===== src/rtl/pipe_ctrl.sv =====
// Pipeline sequencing controller: stage enables/flushes for hazards, memory waits and debug halt.
// Optional perf counters are built when PIPE_CTRL_PERF_EN is defined; otherwise the ports read 0.
module pipe_ctrl #(
    parameter int unsigned REGW = 5
) (
    input  logic            clk,
    input  logic            rst,
    input  logic [REGW-1:0] id_rs,
    input  logic [REGW-1:0] id_rt,
    input  logic            id_uses_rs,
    input  logic            id_uses_rt,
    input  logic [REGW-1:0] ex_rd,
    input  logic            ex_mem_read,
    input  logic            ex_branch_taken,
    input  logic            mem_req,
    input  logic            mem_ready,
    input  logic            dbg_halt,
    input  logic            dbg_step,
    output logic            pc_en,
    output logic            if_id_en,
    output logic            id_ex_en,
    output logic            ex_mem_en,
    output logic            mem_wb_en,
    output logic            if_id_flush,
    output logic            id_ex_flush,
    output logic [1:0]      state,
    output logic [31:0]     stall_cycles,
    output logic [31:0]     flush_count
);

    typedef enum logic [1:0] {
        StRun     = 2'd0,
        StMemWait = 2'd1,
        StHalt    = 2'd2,
        StStep    = 2'd3
    } state_e;

    state_e state_q, state_d;
    logic   step_pending_q, step_pending_d;

    logic       mem_stall;
    logic       load_use;
    logic       advance;
    logic [4:0] en_vec;    // {pc, if_id, id_ex, ex_mem, mem_wb}
    logic [1:0] flush_vec; // {if_id, id_ex}

    assign mem_stall = mem_req && !mem_ready;
    assign load_use  = ex_mem_read && (ex_rd != '0) &&
                       ((id_uses_rs && (id_rs == ex_rd)) || (id_uses_rt && (id_rt == ex_rd)));

    always_comb begin
        state_d        = state_q;
        step_pending_d = step_pending_q;
        advance        = 1'b0;
        en_vec         = 5'b00000;
        flush_vec      = 2'b00;

        unique case (state_q)
            StRun: begin
                if (mem_stall) begin
                    state_d = StMemWait;
                end else if (dbg_halt) begin
                    state_d = StHalt;
                end else begin
                    advance = 1'b1;
                end
            end
            StMemWait: begin
                if (mem_ready) begin
                    advance        = 1'b1;
                    state_d        = step_pending_q ? StHalt : StRun;
                    step_pending_d = 1'b0;
                end
            end
            StHalt: begin
                if (!dbg_halt) begin
                    state_d = StRun;
                end else if (dbg_step) begin
                    state_d = StStep;
                end
            end
            StStep: begin
                if (mem_stall) begin
                    step_pending_d = 1'b1;
                    state_d        = StMemWait;
                end else begin
                    advance = 1'b1;
                    state_d = StHalt;
                end
            end
            default: state_d = StRun;
        endcase

        // A taken branch kills the ID instruction, so it masks any load-use hazard.
        if (advance) begin
            if (ex_branch_taken) begin
                en_vec    = 5'b11111;
                flush_vec = 2'b11;
            end else if (load_use) begin
                en_vec    = 5'b00111;
                flush_vec = 2'b01;
            end else begin
                en_vec = 5'b11111;
            end
        end

        if (rst) begin
            en_vec    = 5'b00000;
            flush_vec = 2'b00;
        end
    end

    always_ff @(posedge clk or posedge rst) begin
        if (rst) begin
            state_q        <= StRun;
            step_pending_q <= 1'b0;
        end else begin
            state_q        <= state_d;
            step_pending_q <= step_pending_d;
        end
    end

    assign {pc_en, if_id_en, id_ex_en, ex_mem_en, mem_wb_en} = en_vec;
    assign {if_id_flush, id_ex_flush}                        = flush_vec;
    assign state                                             = state_q;

`ifdef PIPE_CTRL_PERF_EN
    logic [31:0] stall_cycles_q, flush_count_q;
    logic        branch_fire;

    assign branch_fire = advance && ex_branch_taken;

    always_ff @(posedge clk or posedge rst) begin
        if (rst) begin
            stall_cycles_q <= '0;
            flush_count_q  <= '0;
        end else begin
            if (!pc_en && (state_q != StHalt)) begin
                stall_cycles_q <= stall_cycles_q + 32'd1;
            end
            if (branch_fire) begin
                flush_count_q <= flush_count_q + 32'd1;
            end
        end
    end

    assign stall_cycles = stall_cycles_q;
    assign flush_count  = flush_count_q;
`else
    assign stall_cycles = '0;
    assign flush_count  = '0;
`endif

endmodule


===== config.mk =====
export PLATFORM = sky130hd
export DESIGN_NAME = pipe_ctrl
export DESIGN_NICKNAME = d
export VERILOG_FILES = /design/src/rtl/pipe_ctrl.sv
export SDC_FILE = /design/constraint.sdc
export NUM_CORES = 1
export LEC_CHECK = 0
export CAP_MARGIN = 20
export CORE_MARGIN = 2
export CORE_UTILIZATION = 29
export DETAILED_ROUTE_END_ITERATION = 10
export HOLD_SLACK_MARGIN = 0.02
export PLACE_DENSITY = 0.82
export SYNTH_ARGS = -nofsm -noshare
export SYNTH_HDL_FRONTEND = slang
export SYNTH_SLANG_ARGS = --single-unit

===== constraint.sdc =====
create_clock -name clk -period 2.8 [get_ports clk]
set_clock_uncertainty 0.2 [all_clocks]
set_input_delay 0.56 -clock clk [delete_from_list [all_inputs] [get_ports clk]]
set_output_delay 0.56 -clock clk [all_outputs]
set_load 0.005 [all_outputs]

==> flow_summary_export.csv, run 1 <==
group,metric,value,unit
logic_synthesis,synth_area,932,um^2
clock_network,clk_latency,0.23,ns
critical_path,cp-start-kind,"input port",
drt,wl_per_cell,8.42,um
global_route,grt_start_max_net_pins,5,
drt,ant_nets,0,
floorplan,coreArea,3050,um^2
timing,fin_setup_tns,0,ns
finish,area_delta_synth_final,24.6,%
logic_synthesis,avgSynthCellArea,7.97,um^2
power,ir_worst_vdd,0.146,mV
global_route,grtUsageTotal,0.0843,
critical_path,crit_chain,"dlygate4sd2_1 > xor2_1 > nor4_1 > a32oi_2 > o31a_1 > buf_4 > buf_4",
finish,stdcell_area,1160,um^2
finish,diodes,0,
power,power_density,410,nW/um^2
critical_path,crit_arrival,1.98,ns
drt,first_pass_iters,4,
logic_synthesis,ys_ff_latch,3,
floorplan,row_count,20,
critical_path,worst_path_max_delay_cell,"o31a_1",
finish,drive_gt1_frac,0.181,
critical_path,worstSetupPathType,"in -> out",
timing,fin_crit,2.74,ns
critical_path,cp-end-kind,"output port",
floorplan,die_x,60.7,um
global_route,grt_pass1_vias,557,
finish,regArea,75.1,um^2
clock_network,root_buffer,"clkbuf_4",
clock_network,htreeDepth,1,
global_route,grt_overflow_total,0,
finish,nets,190,
placement,place_area,1110,um^2
clock_network,numCtsBuffers,3,
floorplan,io_pins,98,
clock_network,cts.clk_slew.worst_paths,0.03,ns
critical_path,required,2.04,ns
logic_synthesis,ys_seq_area_frac,0.0805,
global_route,grt_antenna_before_repair,0,
timing,slew_viol_final,0,
timing,setup_viol,0,
logic_synthesis,yosysWarnings,0,
timing,hold_viol,0,
finish,instances_no_fill,204,
flow_run,maxCapViolations,0,
placement,placed_cells,198,
power,p_leak,0.685,nW
placement,io_buffers,33,
logic_synthesis,netlist.area_leader.share,0.540,
hold_path,holdCritPathClass,"in -> async",
finish,fillers,344,
logic_synthesis,netlist_instances,117,
critical_path,regToRegSetupSlack,1.02,ns
placement,dp_hpwl,1490,um
timing,finalCritPeriodShare,0.978,
drt,drt_iter0_drc,16,
drt,vias,708,
drt,wl,1720,um
global_route,grt_pass1_wl,2270,um
critical_path,slowest_delay,0.33,ns
clock_network,clock_sinks,3,
critical_path,crit_fanout,2,
critical_path,rr_worst_depth,6,
logic_synthesis,synth_top_cell_by_area,"buf_4",
floorplan,start_util,0.305,
finish,multi_input_area,603,um^2
floorplan,chipHeight,60.7,um
floorplan,die-area,3680,um^2
placement,routabilityCongestion,0.881,
drt,drc,0,
critical_path,rr_startpoint,"state[1]$_DFFE_PP0P_",
critical_path,regToRegEndpoint,"state[1]$_DFFE_PP0P_",
drt,viasPerCell,3.47,
clock_network,cts_tree,"done",
clock_network,cts.path.max_buffers,2,
logic_synthesis,synth_cell_types,28,
logic_synthesis,synth_area_leaders,"buf_4 54%, dfrtp_1 8.1%, xor2_1 7.5%",
critical_path,cpMostUsedCell,"buf_4",
status,outcome,"complete, no violations",
timing,fmax,365,MHz
-- metal layers --
layer | up-vias | global-route usage | part of all wire
met5 | - | 0 | 0
met4 | 0 | 0.0466 | 0.0070
li1 | 332 | - | -
met1 | 314 | 0.0849 | 0.31
met2 | 60 | 0.158 | 0.56
met3 | 2 | 0.0192 | 0.12
-- timing repair --
item,4_1_cts,5_1_grt
pin swaps,4,5
hold buffers,0,0
hold endpoints to repair,0,0
buffers inserted,2,0
gates resized for setup,23,18
setup endpoints to repair,7,7
-- cell type report --
cell class,instances,share of cell area
clock buffer,4,0.0226
inverter,5,0.0162
multi-input combinational,105,0.519
sequential,3,0.0647
tap,44,0.0474
timing repair buffer,43,0.330
-- cells by family (layout without fill, tap and decap cells) --
group | after synthesis | count (layout) | share of synthesized area
AO/OA/AOI/OAI | 11 | 11 | 0.0966
XOR/XNOR | 10 | 10 | 0.0940
adder cells (fa/ha/maj) | 4 | 4 | 0.0537
buffers and inverters | 72 | 52 | 0.560
flip-flops | 3 | 3 | 0.0805
multiplexers | 2 | 2 | 0.0228
other | 1 | 64 | 0.00402
AND/OR/NAND/NOR | 14 | 14 | 0.0886
-- power breakdown --
group,total [mW],internal (mW),switching (mW)
registers,0.0798,0.0637,0.0161
clock network,0.0733,0.0533,0.0200
logic,0.324,0.173,0.150
total,0.477,0.290,0.186
-- how the worst max path moves through the flow --
stage	to	slack (ns)	start
global route	if_id_en	-0.007	ex_rd[0]
global placement	if_id_en	-0.38	ex_rd[1]
finish	if_id_en	0.06	ex_rd[0]
floorplan	pc_en	0.50	ex_rd[3]
detailed placement	if_id_en	-0.39	ex_rd[1]
CTS	if_id_en	0.02	ex_rd[1]
-- stage by stage --
step / worst slack (ns) / hold WS (ns) / utilization / power [mW]
floorplan: 0.503 / 0.114 / - / 0.319
global placement: -0.377 / 0.333 / 0.364 / 0.385
detailed placement: -0.389 / 0.350 / 0.364 / 0.395
CTS: 0.0209 / 0.321 / 0.377 / 0.483
global route: -0.00670 / 0.347 / 0.380 / 0.527
finish: 0.0613 / 0.325 / 0.380 / 0.477
-- Yosys cell counts --
cell type   n
mux2i_1     1
a32oi_1     1
and2_1      1
nor2_1      3
o21ai_0     2
a31oi_1     2
nand2_1     3
nor2b_1     1
buf_4      67
o211ai_1    1
o31a_1      1
xnor2_1     2
mux2_2      1
o221ai_1    1
nor4_2      1
ha_1        4
inv_1       5
xor2_1      8
o21ai_1     1
o311a_4     1
and2_4      1
o21bai_1    1
and2_0      1
conb_1      1
or4_1       1
nor4_1      1
nand2b_1    1
dfrtp_1     3
-- registers in the layout, indices dropped and copies added (netlist names) --
signal,flops
state,2
step_pending_q,1
-- worst max-delay path, delay by kind of cell --
kind            cells  cell delay (ns)
xor+xnor            1             0.18
simple gates        1             0.28
compound gates      2             0.44
buf+inv             3             0.52
-- layout by cell type (no fill, tap or decap), drive strengths merged, types with 2 or more instances in the layout --
master / synthesis / final
clkdlybuf4s15: 0 / 2
ha: 4 / 4
dlymetal6s2s: 0 / 5
and2: 3 / 3
clkdlybuf4s50: 0 / 11
nor4: 2 / 2
dlygate4sd2: 0 / 10
nand2: 3 / 3
dfrtp: 3 / 3
buf: 67 / 11
xor2: 8 / 8
nor2: 3 / 3
o21ai: 3 / 3
clkbuf: 0 / 8
inv: 5 / 5
xnor2: 2 / 2
conb: 1 / 64
a31oi: 2 / 2
No activity file was read; power rests on OpenSTA's default activity.
==> run 2: changes to the inputs <==
Settings changed: GPL_TIMING_DRIVEN from default to 0.
==> run 2 against run 1 <==
Compared with the run above:
- clock power increased by 5.3%
- sequential share of layout area decreased by 1.8 points
- non-clock buffer count grew 62
- largest cell class is now non-clock buffers
- largest power group unchanged
- highest routed layer unchanged
==> flow_summary_export.csv, run 2 (synthesis gave the netlist of run 1 again) <==
group,metric,value,unit
timing,hold_viol,0,
critical_path,startpoint,"state[0]$_DFFE_PP0P_",
finish,area_delta_synth_final,72.2,%
finish,fillers,306,
clock_network,htreeDepth,1,
placement,io_buffers,33,
timing,setup_viol,0,
clock_network,clock_sinks,3,
global_route,grt_pass1_wl,2660,um
clock_network,root_buffer,"clkbuf_4",
critical_path,cp-start-kind,"flip-flop",
global_route,grt_antenna_before_repair,0,
drt,ant_nets,0,
critical_path,cp-end-kind,"output port",
global_route,grtUsageTotal,0.0948,
critical_path,regToRegSetupSlack,1.07,ns
clock_network,cts.path.max_buffers,2,
critical_path,crit_chain,"buf_4 > ha_1 > o311a_4 > buf_4 > clkdlybuf4s50_1",
timing,finalCritPeriodShare,0.980,
critical_path,crit_fanout,4,
timing,fin_crit,2.74,ns
global_route,grt_overflow_total,0,
floorplan,start_util,0.305,
clock_network,cts_tree,"done",
critical_path,worst_path_max_delay_cell,"clkdlybuf4s50_1",
critical_path,cpMostUsedCell,"buf_4",
finish,diodes,0,
critical_path,required,2.04,ns
placement,routabilityCongestion,0.830,
status,outcome,"complete, no violations",
global_route,grt_pass1_vias,709,
finish,nets,252,
finish,final_common_cell,"buf_4",
drt,wl,1960,um
floorplan,row_count,20,
critical_path,slowest_delay,0.44,ns
floorplan,die-area,3680,um^2
floorplan,chipHeight,60.7,um
hold_path,holdCritPathClass,"in -> async",
timing,holdWs,0.331,ns
floorplan,die_x,60.7,um
clock_network,clk_latency,0.24,ns
floorplan,io_pins,98,
finish,largest_reg_flops,2,
finish,drive_gt1_frac,0.392,
power,ir_worst_vdd,0.162,mV
placement,dp_hpwl,1740,um
power,p_leak,1.01,nW
flow_run,maxCapViolations,0,
drt,drt_iter0_drc,25,
drt,vias,871,
finish,final_cell_mix,"72 x buf_4, 64 x conb_1, 13 x clkdlybuf4s50_1, 8 x xor2_1, 7 x dlymetal6s2s_1",
timing,setup_slack,0.0555,ns
clock_network,numCtsBuffers,3,
floorplan,coreArea,3050,um^2
drt,first_pass_iters,4,
drt,viasPerCell,3.27,
critical_path,worstSetupPathType,"reg -> out",
placement,pre_cts_slack,-0.524,ns
clock_network,cts.clk_slew.worst_paths,0.04,ns
drt,wl_per_cell,7.35,um
power,power_density,345,nW/um^2
timing,fmax,364,MHz
timing,slew_viol_final,0,
drt,drc,0,
critical_path,rr_startpoint,"state[0]$_DFFE_PP0P_",
critical_path,crit_arrival,1.98,ns
global_route,grt_start_max_net_pins,6,
## run 2: power by group
group / switching, mW / internal (mW) / total, mW
Clock: 0.0237 / 0.0535 / 0.0772
Sequential: 0.0172 / 0.0638 / 0.0810
Combinational: 0.159 / 0.237 / 0.396
## run 2: layer usage
metal / vias up / part of all wire / GRT usage
li1: 454 / - / -
met1: 357 / 0.33 / 0.0992
met2: 58 / 0.54 / 0.171
met3: 2 / 0.12 / 0.0235
met4: 0 / 0.0061 / 0.0559
met5: - / 0 / 0
## run 2: cell type report
| cell class | count | area [um^2] | share of cell area |
|---|---|---|---|
| Multi-Input combinational cell | 105 | 579 | 0.361 |
| Buffer | 67 | 503 | 0.313 |
| Timing Repair Buffer | 38 | 348 | 0.217 |
| Sequential cell | 3 | 75.1 | 0.0468 |
| Tap cell | 44 | 55.1 | 0.0343 |
| Clock buffer | 4 | 26.3 | 0.0164 |
| Inverter | 5 | 18.8 | 0.0117 |
## run 2: repair_timing
item	CTS	global route
pin swaps	5	4
setup buffers	2	3
resized for setup	23	15
hold buffers	0	0
endpoints found under the setup margin	7	5
## run 2: path summary, 6_finish.rpt
path	end	cells past startpoint
hold reg to reg	state[1]$_DFFE_PP0P_	1
setup reg to reg	state[1]$_DFFE_PP0P_	5
max in group asynchronous	state[1]$_DFFE_PP0P_	2
min in group clk	state[1]$_DFFE_PP0P_	1
hold / removal	state[0]$_DFFE_PP0P_	2
setup / recovery	id_ex_en	5
## run 2: stage by stage
stage | util | power [mW] | instance area [um^2] | std cells | TNS (ns)
floorplan | - | 0.319 | 1170 | 180 | 0
global placement | 0.509 | 0.447 | 1550 | 257 | -1.60
detailed placement | 0.509 | 0.454 | 1550 | 257 | -1.64
CTS | 0.516 | 0.529 | 1580 | 263 | 0
global route | 0.526 | 0.605 | 1610 | 266 | -0.00340
finish | 0.526 | 0.554 | 1610 | 266 | 0
## run 2: critical path: cells and delay by family (launching register included)
kind                     cells  cell delay (ns)
adder cells (fa/ha/maj)      1             0.21
AO/OA/AOI/OAI                1             0.41
flip-flops                   1             0.40
buffers and inverters        3             0.73
==> run 3: changes to the inputs <==
Settings changed: SLEW_MARGIN from default to 5.
==> results of run 3 <==
The final DEF is identical to that of run 2; final timing and power are the same.
